### src/rtl/mult_core_fp6.sv
// mult_core_fp6: LANES-wide FP6 (E2M3, bias 1) multiplier front end.
// Stage 1 decodes the operands into sign, significand and effective exponent.
// Stage 2 forms the raw significand product and exponent for the normalizer.
// The two stages form a valid/ready pipeline with backpressure. A saturating
// counter records accepted outputs that have any overflowed lane.
module mult_core_fp6 #(
  parameter int LANES = 4,
  parameter int CNT_W = 16
) (
  input  logic                 clk,
  input  logic                 rst_n,
  input  logic                 in_valid,
  output logic                 in_ready,
  input  logic [LANES*6-1:0]   in_a,
  input  logic [LANES*6-1:0]   in_b,
  output logic                 out_valid,
  input  logic                 out_ready,
  output logic [LANES-1:0]     out_sign,
  output logic [LANES*3-1:0]   out_e,
  output logic [LANES*8-1:0]   out_m,
  output logic [LANES-1:0]     out_zero,
  output logic [CNT_W-1:0]     ovf_cnt,
  input  logic                 cnt_clr
);

  // Pipeline occupancy and handshake control
  logic s1_valid_q, s1_valid_d;
  logic s2_valid_q, s2_valid_d;
  logic s1_load, s2_load, out_xfer;

  // Stage 1 registers (decoded operands)
  logic [LANES-1:0]   s1_sign_q, s1_zero_q;
  logic [LANES*4-1:0] s1_sig_a_q, s1_sig_b_q;
  logic [LANES*2-1:0] s1_eff_a_q, s1_eff_b_q;

  // Stage 2 registers (products)
  logic [LANES-1:0]   out_sign_q, out_zero_q;
  logic [LANES*3-1:0] out_e_q;
  logic [LANES*8-1:0] out_m_q;

  // Overflow event counter
  logic [CNT_W-1:0] ovf_cnt_q, ovf_cnt_d;

  // Per-lane combinational results
  logic [LANES-1:0]   dec_sign, dec_zero;
  logic [LANES*4-1:0] dec_sig_a, dec_sig_b;
  logic [LANES*2-1:0] dec_eff_a, dec_eff_b;
  logic [LANES*3-1:0] mul_e;
  logic [LANES*8-1:0] mul_m;
  logic [LANES-1:0]   lane_ovf;

  // Stage 2 refills whenever it is empty or its content leaves this cycle,
  // so an empty stage 2 always pulls stage 1 forward (bubbles collapse).
  assign s2_load  = ~s2_valid_q | out_ready;
  assign in_ready = ~s1_valid_q | s2_load;
  assign s1_load  = in_valid & in_ready;
  assign out_xfer = s2_valid_q & out_ready;

  generate
    for (genvar gi = 0; gi < LANES; gi++) begin : g_lane
      logic [5:0] a_l, b_l;
      logic [7:0] prod;
      logic [2:0] e_sum;

      assign a_l = in_a[6*gi +: 6];
      assign b_l = in_b[6*gi +: 6];

      // Decode: hidden bit set for normals; subnormals share exponent 1.
      assign dec_sign[gi]          = a_l[5] ^ b_l[5];
      assign dec_sig_a[4*gi +: 4]  = {|a_l[4:3], a_l[2:0]};
      assign dec_sig_b[4*gi +: 4]  = {|b_l[4:3], b_l[2:0]};
      assign dec_eff_a[2*gi +: 2]  = (a_l[4:3] == 2'b00) ? 2'd1 : a_l[4:3];
      assign dec_eff_b[2*gi +: 2]  = (b_l[4:3] == 2'b00) ? 2'd1 : b_l[4:3];
      assign dec_zero[gi]          = (a_l[4:0] == 5'd0) | (b_l[4:0] == 5'd0);

      // Multiply: a product >= 2.0 is shifted right and bumps the exponent.
      // Minimum exponent sum is 1+1-1=1, maximum 3+3-1+1=6, so 3 bits suffice.
      assign prod  = {4'b0, s1_sig_a_q[4*gi +: 4]} * {4'b0, s1_sig_b_q[4*gi +: 4]};
      assign e_sum = {1'b0, s1_eff_a_q[2*gi +: 2]} + {1'b0, s1_eff_b_q[2*gi +: 2]}
                     - 3'd1 + {2'b0, prod[7]};
      assign mul_m[8*gi +: 8] = s1_zero_q[gi] ? 8'd0 : (prod[7] ? {1'b0, prod[7:1]} : prod);
      assign mul_e[3*gi +: 3] = s1_zero_q[gi] ? 3'd0 : e_sum;

      // Exponent bit 2 flags overflow; zero lanes never count.
      assign lane_ovf[gi] = out_e_q[3*gi+2] & ~out_zero_q[gi];
    end
  endgenerate

  // Next-state for stage valid bits and the saturating counter
  always_comb begin
    s1_valid_d = s1_valid_q;
    s2_valid_d = s2_valid_q;
    ovf_cnt_d  = ovf_cnt_q;
    if (in_ready) s1_valid_d = in_valid;
    if (s2_load)  s2_valid_d = s1_valid_q;
    if (cnt_clr) begin
      ovf_cnt_d = '0;
    end else if (out_xfer && (|lane_ovf) && !(&ovf_cnt_q)) begin
      ovf_cnt_d = ovf_cnt_q + CNT_W'(1);
    end
  end

  // Stage 1 register: capture decoded operands on input transfer
  always_ff @(posedge clk) begin
    if (!rst_n) begin
      s1_valid_q <= 1'b0;
      s1_sign_q  <= '0;
      s1_zero_q  <= '0;
      s1_sig_a_q <= '0;
      s1_sig_b_q <= '0;
      s1_eff_a_q <= '0;
      s1_eff_b_q <= '0;
    end else begin
      s1_valid_q <= s1_valid_d;
      if (s1_load) begin
        s1_sign_q  <= dec_sign;
        s1_zero_q  <= dec_zero;
        s1_sig_a_q <= dec_sig_a;
        s1_sig_b_q <= dec_sig_b;
        s1_eff_a_q <= dec_eff_a;
        s1_eff_b_q <= dec_eff_b;
      end
    end
  end

  // Stage 2 register: capture products; holds while stalled
  always_ff @(posedge clk) begin
    if (!rst_n) begin
      s2_valid_q <= 1'b0;
      out_sign_q <= '0;
      out_zero_q <= '0;
      out_e_q    <= '0;
      out_m_q    <= '0;
    end else begin
      s2_valid_q <= s2_valid_d;
      if (s2_load && s1_valid_q) begin
        out_sign_q <= s1_sign_q;
        out_zero_q <= s1_zero_q;
        out_e_q    <= mul_e;
        out_m_q    <= mul_m;
      end
    end
  end

  // Overflow counter register
  always_ff @(posedge clk) begin
    if (!rst_n) ovf_cnt_q <= '0;
    else        ovf_cnt_q <= ovf_cnt_d;
  end

  assign out_valid = s2_valid_q;
  assign out_sign  = out_sign_q;
  assign out_zero  = out_zero_q;
  assign out_e     = out_e_q;
  assign out_m     = out_m_q;
  assign ovf_cnt   = ovf_cnt_q;

endmodule

### config.mk
export PLATFORM = sky130hd
export DESIGN_NAME = mult_core_fp6
export DESIGN_NICKNAME = d
export VERILOG_FILES = /design/src/rtl/mult_core_fp6.sv
export SDC_FILE = /design/constraint.sdc
export NUM_CORES = 1
export LEC_CHECK = 0
export BUFFER_PORTS_ARGS = -buffer_cell sky130_fd_sc_hd__buf_2
export CORE_ASPECT_RATIO = 1.25
export CORE_MARGIN = 5
export CORE_UTILIZATION = 55
export DETAILED_ROUTE_END_ITERATION = 6
export PLACE_DENSITY = 0.78
export SYNTH_ARGS = -nofsm -noshare
export SYNTH_HDL_FRONTEND = slang
export SYNTH_SLANG_ARGS = --single-unit
### constraint.sdc
create_clock -name clk -period 5.5 [get_ports clk]
set_input_delay 0.55 -clock clk [delete_from_list [all_inputs] [get_ports clk]]
set_output_delay 0.55 -clock clk [all_outputs]
set_load 0.02 [all_outputs]
==> impl_metrics.json, run 1 <==
{
  "vias": 6146,
  "path_clk_slew_ns": 0.05,
  "drt_iter0_drc": 285,
  "nNetsFinal": 1093,
  "fmax_mhz": 241,
  "path_cells": "nand2_1, fa_1, fa_1, inv_1, ha_1, a211oi_2, nor2_1, o311ai_2, buf_4, xnor2_1, ha_1, inv_1, fa_1, xor2_1, nor3_1, a21oi_1, nor2_1",
  "r2r_cells": 17,
  "initial_utilization_pct": 56.0,
  "synth_edf_count": 0,
  "setup_tns_ns": 0,
  "root_buffer": "clkbuf_16",
  "post_cts_buffers": 0,
  "cts_hold_buf": 0,
  "cp_max_fo": 13,
  "avgSynthCellArea_um2": 8.35,
  "multi_input_area_um2": 4360,
  "synthTopCellsByArea": "dfxtp_1, ha_1, nand2_1",
  "reg2reg_slack_ns": 1.36,
  "maxCapViolCount": 0,
  "crit_type": "register to register",
  "wl_um": 16800,
  "place_inst": 1112,
  "clock_sinks": 122,
  "hold_viol_final": 0,
  "swShare_pct": 23.9,
  "yosys.area.top_type": "dfxtp_1",
  "post-route-drc-count": 0,
  "clockPowerShare_pct": 50.4,
  "synth_common_cells": "nand2_1, dfxtp_1, nor2_1",
  "cp-start-kind": "register",
  "worst_pin_slew_ns": 1.22,
  "synth.most_common_cell": "nand2_1",
  "post_drt_wl_per_cell_um": 14.6,
  "grt_start_max_net_pins": 76,
  "dp_hpwl_um": 12500,
  "worstPathArrival_ns": 4.41,
  "worstHoldStart": "in_valid",
  "core_um2": 12700,
  "finalClockSkew_ns": 0.00501,
  "fp-row-count": 46,
  "timing.rr.start": "s1_sig_a_q[4]",
  "critPathCaptureType": "register",
  "synth-async-reset-ratio_pct": 0,
  "peakVddDrop_mv": 0.184,
  "cp_common_cell": "fa_1",
  "cp-startpoint": "s1_sig_a_q[4]",
  "yosysSeqAreaShare_pct": 34.3,
  "setup_viol": 0,
  "die_h_um": 137,
  "worstPathRequired_ns": 5.76,
  "place_congestion": 0.838,
  "synth-seq-cells": 122,
  "dr.pass1.iters": 4,
  "drtAntennaViolNets": 0,
  "cts_max_level": 4,
  "drive_gt1_share_pct": 18.0,
  "synth_area_um2": 7130,
  "slew_headroom_pct": 18.5,
  "grt_pass1_vias": 5945,
  "grt_overflow": 0,
  "synth-main-ff-cell": "dfxtp_1",
  "cts_tree": "done",
  "io_buffers": 118,
  "io-pin-count": 123,
  "clock_latency_ns": 0.41,
  "synth_cells": 854,
  "holdCritPathClass": "input pin to register",
  "yosysTopAreaCellShare_pct": 34.3,
  "reg2reg_to": "out_e[5]",
  "synth_cell_types": 60,
  "fill_cells": 1099,
  "clock_path_buffers": 2,
  "grt.total_usage_pct": 22.3,
  "power_frac_seq_pct": 39.5,
  "p_switching_mw": 0.581,
  "min_path_cells": 3,
  "antenna_found_initial": 2,
  "critPathSlowestCell": "fa_1",
  "slew_viol_final": 0,
  "fin_crit_sh_pct": 75.4,
  "seqCellArea_um2": 2440,
  "area_delta_synth_final_pct": 18.8,
  "die_area_um2": 15400,
  "status": "finished clean",
  "rsz0062_at_grt": "false",
  "cts_buffers": 17,
  "ys_warn_count": 0,
  "die_width_um": 112,
  "final-instance-count-excl-fill": 1146,
  "p_per_area_nw_per_um2": 286,
  "min_to": "s1_valid_q",
  "grt_pass1_wl_um": 28100,
  "cellLeakagePower_nw": 3.82,
  "period_needed_ns": 4.14,
  "cts_repair_resize_count": 0,
  "pwr-share-comb_pct": 10.0,
  "max_stage_delay_ns": 0.63,
  "via_per_inst": 5.36,
  "p_int_mw": 1.85
}
==> routing by layer <==
layer / vias to the layer above / global-route usage, % / part of all wire [%]
li1: 3130 / - / -
met1: 2850 / 25.2 / 42
met2: 128 / 41.1 / 52
met3: 34 / 5.67 / 4.6
met4: 4 / 7.17 / 1.9
met5: - / 0 / 0.14
==> logic make-up after synthesis <==
logic type	after synthesis	share of synthesized area, %
other cells	1	0.0526
compound gates	147	14.0
simple gates	390	26.5
xor+xnor	27	3.32
fa+ha+maj	77	15.6
mux	11	1.54
flops	122	34.3
buf+inv	79	4.70
==> power groups by stage <==
| stage | registers (mW) | clock network [mW] | logic, mW |
|---|---|---|---|
| 6_report | 0.959 | 1.22 | 0.244 |
| 5_1_grt | 0.965 | 1.29 | 0.277 |
| 4_1_cts | 0.959 | 1.24 | 0.246 |
| 3_5_place_dp | 0.978 | 0 | 0.242 |
| 3_3_place_gp | 0.976 | 0 | 0.237 |
| 2_1_floorplan | 0.980 | 0 | 0.160 |
==> worst max path at each step <==
| stage | to | slack, ns | depth (start not counted) |
|---|---|---|---|
| 2_1_floorplan | out_e[11] | 1.57 | 17 |
| 3_3_place_gp | out_e[2] | 1.52 | 17 |
| 3_5_place_dp | out_e[2] | 1.39 | 17 |
| 4_1_cts | out_e[5] | 1.34 | 17 |
| 5_1_grt | out_e[5] | 1.08 | 17 |
| 6_report | out_e[5] | 1.36 | 17 |
==> state kept, by name, summed over array words and instances, names as in the netlist <==
signal / cells
out_valid: 1
s1_sig_b_q: 16
s1_sig_a_q: 16
out_zero: 4
s1_sign_q: 4
out_sign: 4
s1_zero_q: 4
ovf_cnt: 16
s1_eff_a_q: 8
s1_valid_q: 1
s1_eff_b_q: 8
out_m: 28
out_e: 12
==> final cells by class <==
type / count / share of cell area, %
antenna: 2 / 0.0591
clock buffer: 21 / 5.43
timing repair buffer: 125 / 7.59
multi-input combinational: 656 / 51.5
clock inverter: 11 / 2.27
tap: 168 / 2.48
sequential: 122 / 28.8
inverter: 41 / 1.82
==> cell usage in the layout, fill, tap and decap left out, drive strengths merged, types with 4 or more instances in the layout <==
cell | synthesis | final
nand2 | 144 | 144
buf | 20 | 125
dfxtp | 122 | 122
nor2 | 82 | 82
a21oi | 70 | 70
ha | 57 | 57
and2 | 48 | 48
inv | 41 | 41
nor3 | 36 | 36
a211oi | 23 | 23
clkbuf | 18 | 21
fa | 20 | 20
nand3 | 20 | 20
nand2b | 17 | 17
o21ai | 17 | 17
xnor2 | 15 | 15
nor3b | 13 | 13
xor2 | 12 | 12
mux2i | 11 | 11
a221o | 6 | 6
o211ai | 5 | 5
bufinv | 0 | 5
nand4b | 4 | 4
a21o | 4 | 4
nand3b | 4 | 4
conb | 1 | 4
clkinv | 0 | 4
==> stage by stage <==
stage                     utilization (%)  hold WS [ns]  power (mW)  cell area [µm²]  setup slack (ns)
after floorplan                         -         0.432        1.14             7140              1.57
after global placement               61.4         0.422        1.21             7810              1.52
after detailed placement             61.4         0.432        1.22             7810              1.39
after CTS                            66.6         0.372        2.44             8470              1.34
after global routing                 66.6         0.377        2.53             8470              1.08
final                                66.6         0.383        2.43             8470              1.36
==> worst max-delay path, delay by kind of cell, from the launching register on <==
family	cells	cell delay, ns
simple gates	4	0.31
flops	1	0.39
compound gates	3	0.62
xor+xnor	2	0.31
buf+inv	3	0.36
fa+ha+maj	5	1.99
Note: power is estimated with default switching activity, not from simulation.
==> run 2: changes to the inputs <==
--- a/config.mk
+++ b/config.mk
@@ -5,6 +5,7 @@
 export SDC_FILE = /design/constraint.sdc
 export NUM_CORES = 1
 export LEC_CHECK = 0
+export ABC_AREA = 1
 export BUFFER_PORTS_ARGS = -buffer_cell sky130_fd_sc_hd__buf_2
 export CORE_ASPECT_RATIO = 1.25
 export CORE_MARGIN = 5
==> constraint.sdc (replaced) <==
create_clock -name clk -period 4.3 [get_ports clk]
set_input_delay 0.43 -clock clk [delete_from_list [all_inputs] [get_ports clk]]
set_output_delay 0.43 -clock clk [all_outputs]
set_load 0.02 [all_outputs]
==> impl_metrics.json, run 2 <==
{
  "p_switching_mw": 0.811,
  "hold_viol_final": 0,
  "wl_um": 18200,
  "rsz0062_at_grt": "false",
  "cts_tree": "done",
  "reg2reg_to": "out_e[8]",
  "dp_hpwl_um": 13200,
  "synth-seq-cells": 122,
  "vias": 6895,
  "die_area_um2": 15800,
  "fill_cells": 1181,
  "critPathSlowestCell": "fa_1",
  "power_frac_seq_pct": 38.2,
  "drive_gt1_share_pct": 17.4,
  "grt_pass1_vias": 6728,
  "drtAntennaViolNets": 0,
  "fin_crit_sh_pct": 92.2,
  "timing.hold.ws_ns": 0.254,
  "fp-row-count": 47,
  "synth_common_cells": "nand2_1, inv_1, dfxtp_1",
  "cts_hold_buf": 0,
  "multi_input_area_um2": 4240,
  "pwr-share-comb_pct": 12.4,
  "io-pin-count": 123,
  "max_stage_delay_ns": 0.61,
  "clock_latency_ns": 0.42,
  "place_congestion": 0.878,
  "core_um2": 13200,
  "maxCapViolCount": 0,
  "period_needed_ns": 3.97,
  "post_drt_wl_per_cell_um": 13.9,
  "setup_ws_ns": 0.333,
  "root_buffer": "clkbuf_16",
  "ys_warn_count": 0,
  "initial_utilization_pct": 55.9,
  "reg2reg_slack_ns": 0.33,
  "worstPathRequired_ns": 4.57,
  "drt_iter0_drc": 322,
  "synth_area_um2": 7370,
  "die_h_um": 139,
  "antenna_found_initial": 0,
  "via_per_inst": 5.28,
  "fmax_mhz": 252,
  "synthTopCellsByArea": "dfxtp_1, nand2_1, ha_1",
  "layout_common_cells": "nand2_1, inv_1, dfxtp_1",
  "status": "finished clean",
  "place_ws_ns": 0.394,
  "holdCritPathClass": "input pin to register",
  "peakVddDrop_mv": 0.261,
  "yosys.area.top_type": "dfxtp_1",
  "yosysSeqAreaShare_pct": 33.1,
  "final_common_cell": "nand2_1",
  "critPathCaptureType": "register",
  "cellLeakagePower_nw": 4.37,
  "swShare_pct": 24.9,
  "cts_max_level": 4,
  "r2r_cells": 17,
  "clockPowerShare_pct": 49.4,
  "slew_viol_final": 0,
  "nNetsFinal": 1252,
  "synth_cell_types": 37,
  "synth-main-ff-cell": "dfxtp_1",
  "die_width_um": 114,
  "yosysTopAreaCellShare_pct": 33.1,
  "grt_pass1_wl_um": 30600,
  "avgSynthCellArea_um2": 7.29,
  "p_per_area_nw_per_um2": 374,
  "clock_sinks": 122,
  "diodes": 0,
  "critPathBufInv": 2,
  "crit_family": "adder cells",
  "synth_cells": 1011,
  "io_buffers": 118,
  "seqCellArea_um2": 2440,
  "finalClockSkew_ns": 0.00888,
  "cts_buffers": 17,
  "timing.rr.start": "s1_sig_b_q[10]",
  "synth-async-reset-ratio_pct": 0,
  "finalPower_mw": 3.25,
  "p_int_mw": 2.44,
  "cp-start-kind": "register",
  "clock_path_buffers": 2,
  "cts_repair_resize_count": 0,
  "slew_headroom_pct": 30.7,
  "grt_overflow": 0,
  "crit_type": "register to register",
  "largest_reg_flops": 28,
  "path_clk_slew_ns": 0.05,
  "setup_viol": 0,
  "post-route-drc-count": 0,
  "cp-startpoint": "s1_sig_b_q[10]",
  "crit_cells": 17,
  "area_delta_synth_final_pct": 18.1,
  "grt.total_usage_pct": 23.6,
  "dr.pass1.iters": 6,
  "path_cells": "nand2_1, fa_1, fa_1, inv_1, ha_1, nand2_1, nand2_1, nand3_2, nand3_1, nand2_2, xor2_1, ha_1, inv_1, fa_1, xnor2_1, a22oi_1, nor2_1",
  "synth_edf_count": 0,
  "setup_tns_ns": 0,
  "synth.most_common_cell": "nand2_1",
  "worst_pin_slew_ns": 1.04,
  "cp_max_fo": 8,
  "grt_start_max_net_pins": 63,
  "endpoint": "out_e[8]",
  "worstPathArrival_ns": 4.24,
  "post_cts_buffers": 0
}
==> run 2: kinds of logic (layout without fill, tap and decap cells) <==
group	Yosys count	count (layout)	share of synthesized area (%)
AO/OA/AOI/OAI	162	162	12.4
XOR/XNOR	27	27	3.21
adder cells (fa/ha/maj)	77	77	15.1
buffers and inverters	170	290	9.48
flip-flops	122	122	33.1
other	1	4	0.0509
AND/OR/NAND/NOR	452	452	26.6
==> run 2: worst register-to-register path: cells and delay by family (launching register included) <==
family,cells,cell delay (ns)
AOI/OAI and AO/OA,1,0.16
DFF,1,0.40
adders and majority gates,5,1.95
buffers and inverters,2,0.11
and+or+nand+nor,7,0.88
xor gates and xnor gates,2,0.33
==> run 2: stage by stage <==
step                cells  util [%]  cell area, µm²
floorplan            1014         -            7380
global placement     1274      61.0            8040
detailed placement   1274      61.0            8040
CTS                  1305      66.1            8700
global route         1305      66.1            8700
finish               1305      66.1            8700
==> run 2: final cells by class <==
cell class	instances	share of cell area (%)
Clock buffer	20	5.13
Tap cell	171	2.46
Timing Repair Buffer	123	7.22
Multi-Input combinational cell	722	48.7
Sequential cell	122	28.1
Clock inverter	11	2.47
Inverter	136	5.90
==> run 2: power by group through the flow <==
stage                     Sequential (mW)  Clock, mW  Combinational [mW]
after global placement               1.26          0               0.393
after global routing                 1.25       1.69               0.456
after detailed placement             1.26          0               0.401
final                                1.24       1.61               0.403
after floorplan                      1.28          0               0.261
after CTS                            1.24       1.63               0.407
==> run 2: worst min path at each step <==
stage,from,endpoint,slack [ns],depth (start not counted)
global placement,s1_sign_q[1],out_sign[1],0.44,2
CTS,in_b[22],s1_eff_b_q[6],0.24,2
floorplan,s1_sign_q[0],out_sign[0],0.43,2
finish,in_b[22],s1_eff_b_q[6],0.25,2
global route,in_b[22],s1_eff_b_q[6],0.24,2
detailed placement,s1_sign_q[1],s1_sign_q[1],0.44,2
==> run 2: metal layers <==
layer  routed length, µm  up-vias  global-route usage (%)
li1                    -     3476                       -
met1                7430     3182                    26.4
met2                9270      187                    42.2
met3                 886       50                    5.73
met4                 595        0                    10.3
met5                   0        -                       0
==> run 3: changes to the inputs <==
--- a/config.mk
+++ b/config.mk
@@ -12,6 +12,7 @@
 export CORE_UTILIZATION = 55
 export DETAILED_ROUTE_END_ITERATION = 6
 export PLACE_DENSITY = 0.78
+export SETUP_SLACK_MARGIN = 0.5
 export SYNTH_ARGS = -nofsm -noshare
 export SYNTH_HDL_FRONTEND = slang
 export SYNTH_SLANG_ARGS = --single-unit
==> impl_metrics.json, run 3 (synthesis results as in run 2) <==
{
  "place_congestion": 0.878,
  "worstHoldStart": "in_b[22]",
  "path_clk_slew_ns": 0.06,
  "slew_headroom_pct": 30.0,
  "fp-row-count": 47,
  "setup_tns_ns": 0,
  "path_cells": "nand2_1, fa_1, fa_1, inv_1, ha_1, nand2_1, nand2_2, nand3_4, nand2_4, nand2_4, nand2_4, xor2_2, ha_2, inv_1, fa_1, nor2_1, nand2_1, a21oi_1",
  "min_to": "s1_eff_b_q[6]",
  "cp_max_fo": 8,
  "post_drt_wl_per_cell_um": 14.5,
  "holdCritPathClass": "input pin to register",
  "final-instance-count-excl-fill": 1326,
  "die_h_um": 139,
  "timing.rr.start": "s1_sig_b_q[9]",
  "critPathCaptureType": "register",
  "drive_gt1_share_pct": 23.1,
  "cts_max_level": 4,
  "min_path_cells": 2,
  "cts_hold_buf": 0,
  "area_delta_synth_final_pct": 23.3,
  "critPathBufInv": 2,
  "grt_pass1_wl_um": 30900,
  "setup_viol": 0,
  "clock_path_buffers": 2,
  "crit_family": "adder cells",
  "diodes": 0,
  "slew_viol_final": 0,
  "root_buffer": "clkbuf_16",
  "clock_sinks": 122,
  "cellLeakagePower_nw": 4.57,
  "p_per_area_nw_per_um2": 361,
  "wl_um": 19300,
  "cts_tree": "done",
  "r2r_cells": 18,
  "core_um2": 13200,
  "grt_overflow": 0,
  "clock_latency_ns": 0.42,
  "max_stage_delay_ns": 0.58,
  "grt_start_max_net_pins": 63,
  "io-pin-count": 123,
  "cts_buffers": 17,
  "maxCapViolCount": 0,
  "peakVddDrop_mv": 0.261,
  "reg2reg_to": "out_e[7]",
  "dp_hpwl_um": 13200,
  "drt_iter0_drc": 321,
  "initial_utilization_pct": 55.9,
  "grt_pass1_vias": 6794,
  "vias": 7080,
  "fmax_mhz": 273,
  "place_inst": 1274,
  "hold_viol_final": 0,
  "via_per_inst": 5.34,
  "antenna_found_initial": 0,
  "critPathSlowestCell": "fa_1",
  "io_buffers": 118,
  "largest_reg_flops": 28,
  "worst_pin_slew_ns": 1.05,
  "cp-start-kind": "register",
  "fin_crit_sh_pct": 85.2,
  "worstPathArrival_ns": 4.01,
  "crit_type": "register to register",
  "grt.total_usage_pct": 23.9,
  "dr.pass1.iters": 6,
  "nNetsFinal": 1273,
  "layout_common_cells": "nand2_1, inv_1, buf_2",
  "finalClockSkew_ns": 0.00929,
  "period_needed_ns": 3.66,
  "status": "finished clean",
  "reg2reg_slack_ns": 0.64,
  "worstPathRequired_ns": 4.65,
  "post-route-drc-count": 0,
  "die_area_um2": 15800,
  "rsz0062_at_grt": "false",
  "final_common_cell": "nand2_1",
  "die_width_um": 114,
  "drtAntennaViolNets": 0
}
[run 3: cell types whose count changed in the layout (fill, tap and decap cells not counted), moves of 4 or more]
cell,previous run,this run
dfxtp_4,0,7
dfxtp_2,0,16
buf_4,5,25
nand3_1,78,74
nand2_4,1,10
nand3_4,0,6
ha_1,57,53
nand2_1,236,224
dfxtp_1,122,99
[run 3: worst max path at each step]
stage,cells past startpoint,to,startpoint
after CTS,18,out_e[11],s1_sig_a_q[12]
after detailed placement,17,out_e[11],s1_sig_a_q[12]
after floorplan,17,out_e[11],s1_sig_a_q[12]
after global routing,18,out_e[5],s1_sig_a_q[5]
final,18,out_e[7],s1_sig_b_q[9]
after global placement,17,out_e[5],s1_sig_b_q[7]
[run 3: final cells by class]
| class | instances | area, µm² |
|---|---|---|
| clock buffer | 20 | 447 |
| clock inverter | 11 | 215 |
| fill | 1127 | 4090 |
| inverter | 136 | 513 |
| multi-input combinational | 722 | 4420 |
| sequential | 122 | 2490 |
| tap | 171 | 214 |
| timing repair buffer | 144 | 790 |
[run 3: layer usage]
metal / wire [µm] / up-vias / global-route usage [%]
met5: 0 / - / 0
met4: 635 / 0 / 10.5
met3: 1080 / 61 / 5.64
met2: 10000 / 242 / 42.7
met1: 7500 / 3260 / 26.6
li1: - / 3517 / -
[run 3: through the flow]
| stage | setup slack (ns) | util [%] | area (µm²) | total power, mW | hold slack, ns |
|---|---|---|---|---|---|
| 5_1_grt | 0.469 | 69.0 | 9080 | 3.42 | 0.245 |
| 2_1_floorplan | 0.686 | - | 7380 | 1.54 | 0.430 |
| 3_3_place_gp | 0.498 | 61.0 | 8040 | 1.66 | 0.437 |
| 3_5_place_dp | 0.394 | 61.0 | 8040 | 1.67 | 0.445 |
| 6_report | 0.639 | 69.0 | 9080 | 3.28 | 0.256 |
| 4_1_cts | 0.502 | 66.5 | 8760 | 3.28 | 0.241 |
[run 3: timing repair]
item | 4_1_cts | 5_1_grt
endpoints found under the setup margin | 8 | 8
setup buffers | 4 | 17
pin swaps | 4 | 20
endpoints found under the hold margin | 0 | 0
gates resized for setup | 11 | 61
[run 3: worst reg2reg max path: cells and delay by family (launching register included)]
kind                     cells  cell delay [ns]
adder cells (fa/ha/maj)      5             2.00
AND/OR/NAND/NOR              9             0.81
flip-flops                   1             0.37
XOR/XNOR                     1             0.16
AO/OA/AOI/OAI                1             0.14
buffers and inverters        2             0.10
[run 3: report_power, final]
group          switching, mW  internal, mW
clock network          0.513          1.10
logic                  0.261         0.158
registers             0.0536          1.19
total                  0.828          2.45
